--- src/rtl/lockreg_pkg.sv ---
// Shared definitions for the locked-register write controller.
// Holds the FSM state encoding, FIFO geometry, counter width, the queued
// request payload and a saturating-increment helper.
package lockreg_pkg;

    localparam int unsigned DATA_W     = 16;
    localparam int unsigned FIFO_DEPTH = 4;
    localparam int unsigned FIFO_PTR_W = 2;
    localparam int unsigned FIFO_CNT_W = 3;
    localparam int unsigned CNT_W      = 8;

    typedef enum logic [1:0] {
        ST_OPEN   = 2'd0,
        ST_DRAIN  = 2'd1,
        ST_LOCKED = 2'd2
    } state_e;

    typedef struct packed {
        logic              debug;
        logic [DATA_W-1:0] data;
    } req_entry_t;

    localparam int unsigned ENTRY_W = $bits(req_entry_t);

    // Increment that sticks at all-ones instead of wrapping.
    function automatic logic [CNT_W-1:0] sat_inc(input logic [CNT_W-1:0] v);
        return (v == {CNT_W{1'b1}}) ? v : v + CNT_W'(1);
    endfunction

endpackage

--- src/rtl/lockreg_req_fifo.sv ---
// Request FIFO, FIFO_DEPTH entries of req_entry_t, show-ahead read.
// Ports:
//   clk_i, rst_i   clock, asynchronous active-high reset
//   push_i/wdata_i write one entry (ignored when full)
//   pop_i          drop the head entry (ignored when empty)
//   rdata_o        current head entry
//   full_o/empty_o occupancy flags, count_o current occupancy
module lockreg_req_fifo
    import lockreg_pkg::*;
(
    input  logic                  clk_i,
    input  logic                  rst_i,
    input  logic                  push_i,
    input  req_entry_t            wdata_i,
    input  logic                  pop_i,
    output req_entry_t            rdata_o,
    output logic                  full_o,
    output logic                  empty_o,
    output logic [FIFO_CNT_W-1:0] count_o
);

    req_entry_t            mem_q [FIFO_DEPTH];
    logic [FIFO_PTR_W-1:0] wr_ptr_q;
    logic [FIFO_PTR_W-1:0] rd_ptr_q;
    logic [FIFO_CNT_W-1:0] count_q;
    logic                  do_push_c;
    logic                  do_pop_c;

    assign full_o    = (count_q == FIFO_CNT_W'(FIFO_DEPTH));
    assign empty_o   = (count_q == '0);
    assign count_o   = count_q;
    assign rdata_o   = mem_q[rd_ptr_q];
    assign do_push_c = push_i && !full_o;
    assign do_pop_c  = pop_i && !empty_o;

    // Storage, pointers and occupancy; pointers wrap naturally at depth 4.
    always_ff @(posedge clk_i or posedge rst_i) begin
        if (rst_i) begin
            for (int i = 0; i < int'(FIFO_DEPTH); i++) begin
                mem_q[i] <= '0;
            end
            wr_ptr_q <= '0;
            rd_ptr_q <= '0;
            count_q  <= '0;
        end else begin
            if (do_push_c) begin
                mem_q[wr_ptr_q] <= wdata_i;
                wr_ptr_q        <= wr_ptr_q + FIFO_PTR_W'(1);
            end
            if (do_pop_c) begin
                rd_ptr_q <= rd_ptr_q + FIFO_PTR_W'(1);
            end
            count_q <= count_q + FIFO_CNT_W'(do_push_c) - FIFO_CNT_W'(do_pop_c);
        end
    end

endmodule

--- src/rtl/locked_reg_write_ctrl.sv ---
// Write controller in front of a lockable register.
// Requests are queued, then issued or dropped one per cycle depending on the
// lock state and the debug qualifiers present on the pop edge. A lock request
// drains the queue before the register lock is asserted for good.
// Ports:
//   Clk, reset                     clock, asynchronous active-high reset
//   req_valid/req_ready            request handshake
//   req_data, req_debug            request payload and debug flag
//   lock_req                       lock request pulse
//   trusted, debug_mode            debug-write qualifiers
//   reg_data, reg_write, reg_lock  locked register interface
//   err_reject, reject_cnt         sticky drop flag and saturating drop count
module locked_reg_write_ctrl
    import lockreg_pkg::*;
(
    input  logic              Clk,
    input  logic              reset,
    input  logic              req_valid,
    output logic              req_ready,
    input  logic [DATA_W-1:0] req_data,
    input  logic              req_debug,
    input  logic              lock_req,
    input  logic              trusted,
    input  logic              debug_mode,
    output logic [DATA_W-1:0] reg_data,
    output logic              reg_write,
    output logic              reg_lock,
    output logic              err_reject,
    output logic [CNT_W-1:0]  reject_cnt
);

    state_e                state_q, state_d;
    logic [DATA_W-1:0]     reg_data_q, reg_data_d;
    logic                  reg_write_q, reg_write_d;
    logic                  reg_lock_q, reg_lock_d;
    logic                  err_q, err_d;
    logic [CNT_W-1:0]      cnt_q, cnt_d;
    logic                  ready_q, ready_d;

    logic                  push_c;
    logic                  pop_c;
    logic                  issue_c;
    logic                  drop_c;
    logic [FIFO_CNT_W-1:0] occ_c;
    logic                  fifo_full;
    logic                  fifo_empty;
    logic [FIFO_CNT_W-1:0] fifo_count;
    req_entry_t            head;
    req_entry_t            push_entry;

    assign push_entry = req_entry_t'({req_debug, req_data});
    assign push_c     = req_valid && ready_q && !fifo_full;
    assign pop_c      = !fifo_empty;

    lockreg_req_fifo u_fifo (
        .clk_i   (Clk),
        .rst_i   (reset),
        .push_i  (push_c),
        .wdata_i (push_entry),
        .pop_i   (pop_c),
        .rdata_o (head),
        .full_o  (fifo_full),
        .empty_o (fifo_empty),
        .count_o (fifo_count)
    );

    // State and output registers.
    always_ff @(posedge Clk or posedge reset) begin
        if (reset) begin
            state_q     <= ST_OPEN;
            reg_data_q  <= '0;
            reg_write_q <= 1'b0;
            reg_lock_q  <= 1'b0;
            err_q       <= 1'b0;
            cnt_q       <= '0;
            ready_q     <= 1'b1;
        end else begin
            state_q     <= state_d;
            reg_data_q  <= reg_data_d;
            reg_write_q <= reg_write_d;
            reg_lock_q  <= reg_lock_d;
            err_q       <= err_d;
            cnt_q       <= cnt_d;
            ready_q     <= ready_d;
        end
    end

    // Next state, issue/drop decision and next output values.
    always_comb begin
        state_d     = state_q;
        reg_data_d  = reg_data_q;
        reg_write_d = 1'b0;
        reg_lock_d  = reg_lock_q;
        err_d       = err_q;
        cnt_d       = cnt_q;
        issue_c     = 1'b0;
        drop_c      = 1'b0;
        occ_c       = fifo_count + FIFO_CNT_W'(push_c) - FIFO_CNT_W'(pop_c);

        // Debug writes depend only on the qualifiers; normal writes on the lock.
        if (pop_c) begin
            if (head.debug) begin
                issue_c = debug_mode && trusted;
            end else begin
                issue_c = (state_q != ST_LOCKED);
            end
            drop_c = !issue_c;
        end

        // DRAIN leaves on the first edge that finds the queue already empty.
        case (state_q)
            ST_OPEN:   if (lock_req)   state_d = ST_DRAIN;
            ST_DRAIN:  if (fifo_empty) state_d = ST_LOCKED;
            ST_LOCKED: state_d = ST_LOCKED;
            default:   state_d = ST_OPEN;
        endcase

        if (issue_c) begin
            reg_data_d  = head.data;
            reg_write_d = 1'b1;
        end
        if (drop_c) begin
            err_d = 1'b1;
            cnt_d = sat_inc(cnt_q);
        end
        if (state_d == ST_LOCKED) begin
            reg_lock_d = 1'b1;
        end

        // Ready reflects post-edge occupancy, so a full FIFO is never bypassed.
        ready_d = (occ_c != FIFO_CNT_W'(FIFO_DEPTH)) && (state_d != ST_DRAIN);
    end

    assign req_ready  = ready_q;
    assign reg_data   = reg_data_q;
    assign reg_write  = reg_write_q;
    assign reg_lock   = reg_lock_q;
    assign err_reject = err_q;
    assign reject_cnt = cnt_q;

endmodule

--- config.mk ---
export PLATFORM = sky130hd
export DESIGN_NAME = locked_reg_write_ctrl
export DESIGN_NICKNAME = d
export VERILOG_FILES = /design/src/rtl/lockreg_pkg.sv /design/src/rtl/lockreg_req_fifo.sv /design/src/rtl/locked_reg_write_ctrl.sv
export SDC_FILE = /design/constraint.sdc
export NUM_CORES = 1
export LEC_CHECK = 0
export BUFFER_PORTS_ARGS = -buffer_cell sky130_fd_sc_hd__buf_2
export CAP_MARGIN = 20
export CELL_PAD_IN_SITES_DETAIL_PLACEMENT = 0
export CELL_PAD_IN_SITES_GLOBAL_PLACEMENT = 1
export CORE_ASPECT_RATIO = 0.5
export CORE_UTILIZATION = 30
export DETAILED_ROUTE_END_ITERATION = 16
export PLACE_DENSITY = 0.65
export SKIP_CTS_REPAIR_TIMING = 1
export SLEW_MARGIN = 20
export SYNTH_ARGS = -nofsm -noshare
export SYNTH_HDL_FRONTEND = slang
export SYNTH_SLANG_ARGS = --single-unit
--- constraint.sdc ---
create_clock -name Clk -period 3.75 [get_ports Clk]
set_input_delay 0.9375 -clock Clk [delete_from_list [all_inputs] [get_ports Clk]]
set_output_delay 0.9375 -clock Clk [all_outputs]
set_load 0.03 [all_outputs]
======== After elaboration in Yosys (flattened, before gate mapping) ========
Index checks and enable logic that the tools add are counted.
storage, ports and cells
  bits in registers ....................... 105
  bits in latches ......................... 0
  RAM bits ................................ 0
  bits in read-only memories .............. 0
  input port bits ......................... 23
  output and inout port bits .............. 28
  word-level logic and storage cells ...... 65
  memories ................................ 0
operators by class
  add/sub/neg operators ................... 7
  multiply operators ...................... 0
  divide/modulo/power cells ............... 0
  magnitude comparators ................... 3
  equal/unequal tests ..................... 8
  shift operators ......................... 0
  multiplexer cells ....................... 14
  bitwise gates (word level) .............. 3
  reduce and logical (&&, ||, !) cells .... 12
operator list
  kind                                                                           count
  68-bit bitwise mux                                                             1
  17-bit two-way mux                                                             3
  17-bit binary-select mux with 2-bit select                                     1
  17-bit demux with 2-bit select                                                 1
  8-bit by 1-bit adder with 8-bit output (second input constant)                 1
  8-bit equality test (second input constant)                                    1
  3-bit by 1-bit adder with 3-bit output                                         2
  3-bit >= comparator (second input constant)                                    2
  1-bit logical AND                                                              6
  2-bit NOT with 3-bit output                                                    2
  2-bit one-hot mux with 3 select lines                                          1
  3-bit by 1-bit subtractor with 3-bit output                                    2
  1-bit two-way mux                                                              5
  2-bit by 1-bit adder with 2-bit output (second input constant)                 2
  2-bit equality test (second input constant)                                    2
  2-bit two-way mux                                                              2
  3-bit equality test (second input constant)                                    1
  1-bit logical NOT                                                              3
  3-bit logical NOT                                                              1
  3-bit by 1-bit less-than comparator with 1-bit output (second input constant)  1
  3-bit != test (second input constant)                                          1
  2-bit by 1-bit equality test with 1-bit output (second input constant)         1
  2-bit logical NOT                                                              1
  2-bit by 1-bit != test with 1-bit output (second input constant)               1
  3 further kinds                                                                3

======== Logic depth before layout (Yosys ltp) ========
Gate-level depths: netlist of the first run.
  word-level depth ........................ 9
  mapped depth ............................ 9

======== By module ========
Synthesis of the first run repeated with hierarchy kept, for this count alone.
unflattened totals
  cell total of the unflattened synthesis .. 303
  area total of the unflattened synthesis .. 4907.2 µm²
modules (own cells, without submodules)
  module                 times used  cells an instance  area each (µm²)  sequential area each (µm²)
  lockreg_req_fifo       1           201                3554.7           1876.8
  locked_reg_write_ctrl  1           102                1352.5           752.0

======== Worst setup path after synthesis of the first run ========
OpenSTA, ideal clock, no wires.
  path type ............................... input port to flip-flop
  start point ............................. input port req_valid
  end point ............................... register u_fifo.mem_q[51] in the netlist's numbering
  setup time .............................. 0.125 ns
  data arrival time ....................... 2.194 ns
  data required time ...................... 3.625 ns
  slack ................................... 1.431 ns
  stages on the path ...................... 6
  path buffers ............................ 2
  path through ............................ nand2_1 a31oi_2 and2_1 buf_2 buf_2 mux2_2
on the way
  cells in the longest elaborated chain, start to end .. 3
ends and longest elaborated chain
  item                            line                         source
  start, declared                 locked_reg_write_ctrl.sv:18  input logic req_valid,
  1-bit logical AND (2 in a row)  locked_reg_write_ctrl.sv:52  assign push_c = req_valid && ready_q && !fifo_full;
  1-bit logical AND               lockreg_req_fifo.sv:33       assign do_push_c = push_i && !full_o;
  via u_fifo.do_push_c            lockreg_req_fifo.sv:26       logic do_push_c;
  end signal, assigned by index   lockreg_req_fifo.sv:47       mem_q[wr_ptr_q] <= wdata_i;
  end, declared                   lockreg_req_fifo.sv:22       req_entry_t mem_q [FIFO_DEPTH];
The timed path passes the listed nets, and every way through them passes these cells.
A chain may end at the register's enable or synchronous reset.

======== Worst setup path in the final report of the first run ========
  start point ............................. input port req_valid
  end point ............................... register u_fifo.mem_q[18] in the netlist's numbering
Same word-level chain as after synthesis.

==> results.toml, run 1 <==
[status]
status = "complete, no violations"

[critical_path]
end_kind = "flop"
r2r-end = "req_ready"
critical_path_class = "in2reg"
cp.buffers_inverters = 1
r2r_start = "u_fifo.count_o[2]"
slowest_stage = "nand2_1"
cpPeakStageDelay_ps = 630
r2r_setup_slack_ps = 1450
critPathMostFrequentCell = "nand2_1"
critPathLaunchType = "input pin"
crit_chain = "buf_2 -> nand2_1 -> a31oi_2 -> nand2_1 -> mux2_2"
reg2reg_depth = 10
worstPathArrival_ps = 2560
critical-path-top-delay-family = "simple AND/OR/NAND/NOR gates"
critPathRequiredTime_ps = 3970
critPathMaxFanout = 17

[yosys]
synth_fp_nets = 324
synthTopCellsByArea = "dfrtp_1, mux2_2, mux4_2, mux4_1, mux2_4"
synth-xor-area-share_pct = 2.068
synthAdderAreaFrac_pct = 3.008
async_flop_share_pct = 100.0
synth_mux_area_share_pct = 31.02
synth_top_area_share_pct = 55.85
synth-edff-count = 0
synth_compound_area_share_pct = 1.128
synth_cell_type_count = 37
synth_area_per_cell_um2 = 16.01
synth_ff_type = "dfrtp_1"
netlist_instances = 291
synth-simple-area-share_pct = 3.759
seq_area_frac_synth_pct = 56.42
synth_seq_cells = 105
yosys_warnings = 0
synth_area_um2 = 4659
synth_top_cell_by_area = "dfrtp_1"
synth_top_family_by_area = "multiplexers"

[timing]
finalSetupTns_ps = 0
fmax_mhz = 427.0
worst_slew_pin_slew_ps = 904.5
max_slew_margin_pct = 39.55
rsz0062_at_grt = "no"
setup_viol = 0
final.min_clock_period_ps = 2342
timing.final.crit_share_pct = 62.45
hold_violations = 0
report.final.slew_viol_count = 0
skew_ps = 10.48
hold_ws_ps = 463.0

[die]
rows = 31
coreArea_um2 = 14820
io_pins = 51
dieWidth_um = 178.2
initial_core_util_pct = 31.45
dieArea_um2 = 16060
dieHeight_um = 90.13

[detailed_routing]
wl_per_cell_um = 15.52
drc = 0
vias_per_cell = 4.557
first_pass_iters = 4
totalWireLength_um = 8553
vias = 2511
antenna_left = 0
drt_iter0_drc = 104

[grt]
grt_pass1_vias = 2718
grt_use_total_pct = 11.95
grt_pass1_wl_um = 14660
grt_max_degree = 59
grt-ovfl-total = 0
antenna_found_initial = 0

[clock_tree]
numCtsBuffers = 9
cts-root-buf = "clkbuf_16"
ctsLongestPathBuffers = 2
cts_tree = "yes"
htree_levels = 3
clk_pin_slew_ps = 70
clock-sinks = 105
insertion_delay_ps = 340

[final_layout]
syn2layout_area_growth_pct = 16.78
fin_util_pct = 36.73
fin_cells = 551
drive_above_1_share_pct = 49.58
final_cell_area_um2 = 5441
fillCellCount = 1424
insertedDiodeCount = 0
layout.nets = 381
multi_input_area_um2 = 1909
area.sequential_um2 = 2629

[placement]
placed_cell_area_um2 = 5141
dpl.cell_count = 535
dpl.hpwl_um = 5489
place.port_buffers = 50
gp_congestion = 0.6785

[hold_path]
min_to = "reg_lock"
hp-start = "reg_lock"
hp-class = "reg2reg"
min_delay_path_depth = 1

[pwr]
ir_drop_v = 0.0003280
p_per_area_nw_per_um2 = 923.7
p_leak_nw = 2.505

[flow_run]
drv_cap = 0
-- synthesized netlist by cell type (2+ instances only) --
master	count
a31oi_1	2
buf_12	2
buf_2	2
clkbuf_1	5
dfrtp_1	104
fa_1	2
ha_1	8
inv_1	10
mux2_2	78
mux2_4	9
mux4_1	7
mux4_2	10
nand2_1	8
nand2b_1	2
nand3_1	3
nand4_1	3
nor2_1	2
nor2b_1	2
nor3_1	4
nor4_1	2
xnor2_1	4
xor2_1	7
-- through the flow --
stage	setup WS, ps	power [mW]
floorplan	53.61	3.739
global route	1228	5.389
finish	1408	5.027
CTS	1365	5.102
global placement	1029	4.101
detailed placement	998.4	4.144
-- layer usage --
layer | part of all wire [%] | global-route usage (%) | vias up | wire length, um
met5 | 0 | 0 | - | 0
met4 | 1.2 | 3.814 | 0 | 103
met3 | 3.0 | 2.919 | 8 | 260
met2 | 46 | 18.64 | 36 | 3962
met1 | 49 | 16.32 | 1289 | 4227
li1 | - | - | 1178 | -
-- worst max path at each step --
stage | start | end | slack [ps] | cells after the start
2_1_floorplan | reset | err_reject | 50 | 1
3_3_place_gp | req_valid | u_fifo.mem_q[29] | 1030 | 5
3_5_place_dp | req_valid | u_fifo.mem_q[22] | 1000 | 5
4_1_cts | req_valid | u_fifo.mem_q[18] | 1370 | 5
5_1_grt | req_valid | u_fifo.mem_q[25] | 1230 | 5
6_report | req_valid | u_fifo.mem_q[18] | 1410 | 5
-- state kept, by name (all words and copies together) (netlist names) --
register / flops
err_reject: 1
req_ready: 1
reg_data: 16
reg_write: 1
reject_cnt: 8
u_fifo.wr_ptr_q: 2
u_fifo.mem_q: 68
u_fifo.count_o: 3
u_fifo.rd_ptr_q: 2
state_q: 2
reg_lock: 1
-- final cells by class --
cell class | count | area share, %
inverters | 10 | 0.7358
clock inverters | 3 | 0.7358
flip-flops and latches | 105 | 48.31
multi-input cells | 165 | 35.09
well taps | 198 | 4.553
clock buffers | 13 | 4.783
repair buffers | 57 | 5.794
-- layout by cell type, fill, tap and decap left out, types with 3 or more instances in the layout --
master,n
mux2_4,9
buf_2,50
xor2_1,7
dfrtp_1,104
nand4_1,3
mux2_2,78
nand3_1,3
mux4_2,10
inv_1,9
nor3_1,4
ha_1,8
buf_4,6
xnor2_1,4
nand2_1,8
mux4_1,7
clkbuf_16,9
-- power breakdown --
part	switching (mW)	internal (mW)
combinational	0.977	1.14
sequential	0.283	1.68
clock	0.395	0.553
total	1.66	3.37
-- cell families (layout without fill, tap and decap cells) --
logic type / after synthesis / count (layout)
AOI/OAI and AO/OA: 7 / 7
DFF: 105 / 105
muxes: 105 / 105
buffers and inverters: 21 / 83
and+or+nand+nor: 32 / 32
adders and majority gates: 10 / 10
xor gates and xnor gates: 11 / 11
No activity file was read; power rests on OpenSTA's default activity.
==> run 2, diff against run 1 <==
--- a/config.mk
+++ b/config.mk
@@ -12,7 +12,7 @@
 export CORE_ASPECT_RATIO = 0.5
 export CORE_UTILIZATION = 30
 export DETAILED_ROUTE_END_ITERATION = 16
-export PLACE_DENSITY = 0.65
+export PLACE_DENSITY = 0.63
 export SKIP_CTS_REPAIR_TIMING = 1
 export SLEW_MARGIN = 20
 export SYNTH_ARGS = -nofsm -noshare
==> constraint.sdc (replaced) <==
create_clock -name Clk -period 2.31 [get_ports Clk]
set_input_delay 0.5775 -clock Clk [delete_from_list [all_inputs] [get_ports Clk]]
set_output_delay 0.5775 -clock Clk [all_outputs]
set_load 0.03 [all_outputs]
==> run 2 against run 1 <==
Net effect: die area stayed put; first-iteration DRC count rose by 74%; clock power rose by 97%; via count is 3.7% higher; combinational power increased by 66%; critical path type is now reg2reg.
==> results.toml, run 2 (synthesis results as in run 1) <==
[grt]
antenna_found_initial = 1
grt-ovfl-total = 0
grt_pass1_wl_um = 15220
grt_pass1_vias = 2854
grt_use_total_pct = 12.47
grt_max_degree = 106

[placement]
dpl.hpwl_um = 5992
place.port_buffers = 50
gp_congestion = 0.7583

[critical_path]
slowest_stage = "mux4_2"
r2r_setup_slack_ps = 140
cpPeakStageDelay_ps = 540
critPathLaunch = "u_fifo.rd_ptr_q[0]"
cp.buffers_inverters = 0
timing.critical_path.to = "reg_data[14]"
reg2reg_depth = 4
critical_path_class = "reg2reg"
critical-path-top-delay-family = "multiplexers"
r2r-end = "reg_data[14]"
crit_chain = "mux4_2 -> mux2i_4 -> and2_4 -> mux2_2"
critPathRequiredTime_ps = 2540
cp.depth = 4
worstPathArrival_ps = 2400
critPathLaunchType = "flop"
end_kind = "flop"
critPathMaxFanout = 17
r2r_start = "u_fifo.rd_ptr_q[0]"

[timing]
finalSetupTns_ps = 0
skew_ps = 8.753
report.final.slew_viol_count = 0
timing.final.crit_share_pct = 94.11
setup_viol = 0
fmax_mhz = 460.0
worst_slew_pin_slew_ps = 557.7
final.min_clock_period_ps = 2174
hold_violations = 0
rsz0062_at_grt = "no"
max_slew_margin_pct = 62.82
hold_ws_ps = 377.0

[status]
status = "complete, no violations"

[clock_tree]
cts-root-buf = "clkbuf_16"
clk_pin_slew_ps = 70
numCtsBuffers = 9
insertion_delay_ps = 340
clock-sinks = 105
htree_levels = 3
ctsLongestPathBuffers = 2
cts_tree = "yes"

[pwr]
p_seq_share_pct = 37.5
switching_share_pct = 32.45
power_mw = 8.603
p_switching_mw = 2.792
power_frac_clock_pct = 21.7
ir_drop_v = 0.0005238
p_leak_nw = 2.546
combPwrFrac_pct = 40.8
p_int_mw = 5.811
p_per_area_nw_per_um2 = 1549

[detailed_routing]
vias_per_cell = 4.699
first_pass_iters = 6
drt_iter0_drc = 181
wl_per_cell_um = 16.46
totalWireLength_um = 9121
vias = 2603
drc = 0
antenna_left = 0

[final_layout]
layout_commonest_cell = "dfrtp_1"
fin_util_pct = 37.48
drive_above_1_share_pct = 50.56
syn2layout_area_growth_pct = 19.17
top_register = "u_fifo.mem_q"
largest_reg_flops = 68
layout.nets = 384
insertedDiodeCount = 0
layout_common_cells = "dfrtp_1, mux2_2, buf_2"

[die]
io_pins = 51
dieWidth_um = 178.2
dieArea_um2 = 16060
initial_core_util_pct = 31.45
coreArea_um2 = 14820
dieHeight_um = 90.13
rows = 31

[hold_path]
hp-class = "in2async"

[flow_run]
drv_cap = 0
run 2: cell count changes in the layout (fill, tap and decap cells not counted):
cell | before | now
bufinv_16 | 1 | 4
buf_4 | 6 | 8
clkbuf_1 | 2 | 0
clkinv_2 | 2 | 0
clkinvlp_4 | 0 | 2
buf_12 | 1 | 2
clkbuf_8 | 2 | 1
inv_4 | 1 | 0
inv_6 | 0 | 1
run 2: worst min path at each step:
stage,from,end,slack [ps],cells after the start
6_report,reset,reg_write,380,3
5_1_grt,reset,reg_data[7],440,3
4_1_cts,reset,reg_data[7],410,3
3_5_place_dp,reg_lock,reg_lock,450,1
3_3_place_gp,reg_lock,reg_lock,450,1
2_1_floorplan,state_q[1],state_q[0],430,1
run 2: area by class of cell:
type | count | area, um^2
clock buffers | 10 | 239.0
inverters | 10 | 41.29
repair buffers | 60 | 350.3
well taps | 198 | 247.7
flip-flops and latches | 105 | 2629
fillers | 1384 | 9264
multi-input cells | 165 | 1909
clock inverters | 6 | 136.4
run 2: worst min-delay path: cells and delay by family:
family	cells	cell delay (ps)
buf+inv	3	590
run 2: power by group through the flow:
stage	clock [mW]	sequential [mW]	combinational (mW)
finish	1.87	3.23	3.51
global route	1.98	3.35	3.83
CTS	1.91	3.23	3.57
detailed placement	0	3.27	3.56
global placement	0	3.18	3.40
floorplan	0	3.50	2.57
run 2: through the flow:
step / setup WS (ps) / cell area [um^2] / instances
floorplan: 21.91 / 4663 / 291
detailed placement: 126.4 / 5177 / 538
CTS: 114.3 / 5553 / 554
finish: 136.0 / 5553 / 554
global placement: 190.6 / 5177 / 538
global route: 37.43 / 5553 / 554
run 2: layer usage:
layer	vias to the layer above	routed length [um]	GRT usage, %
met3	13	354	3.553
li1	1186	-	-
met1	1361	4128	15.70
met2	41	4494	20.59
met5	-	13	0
met4	2	129	4.025
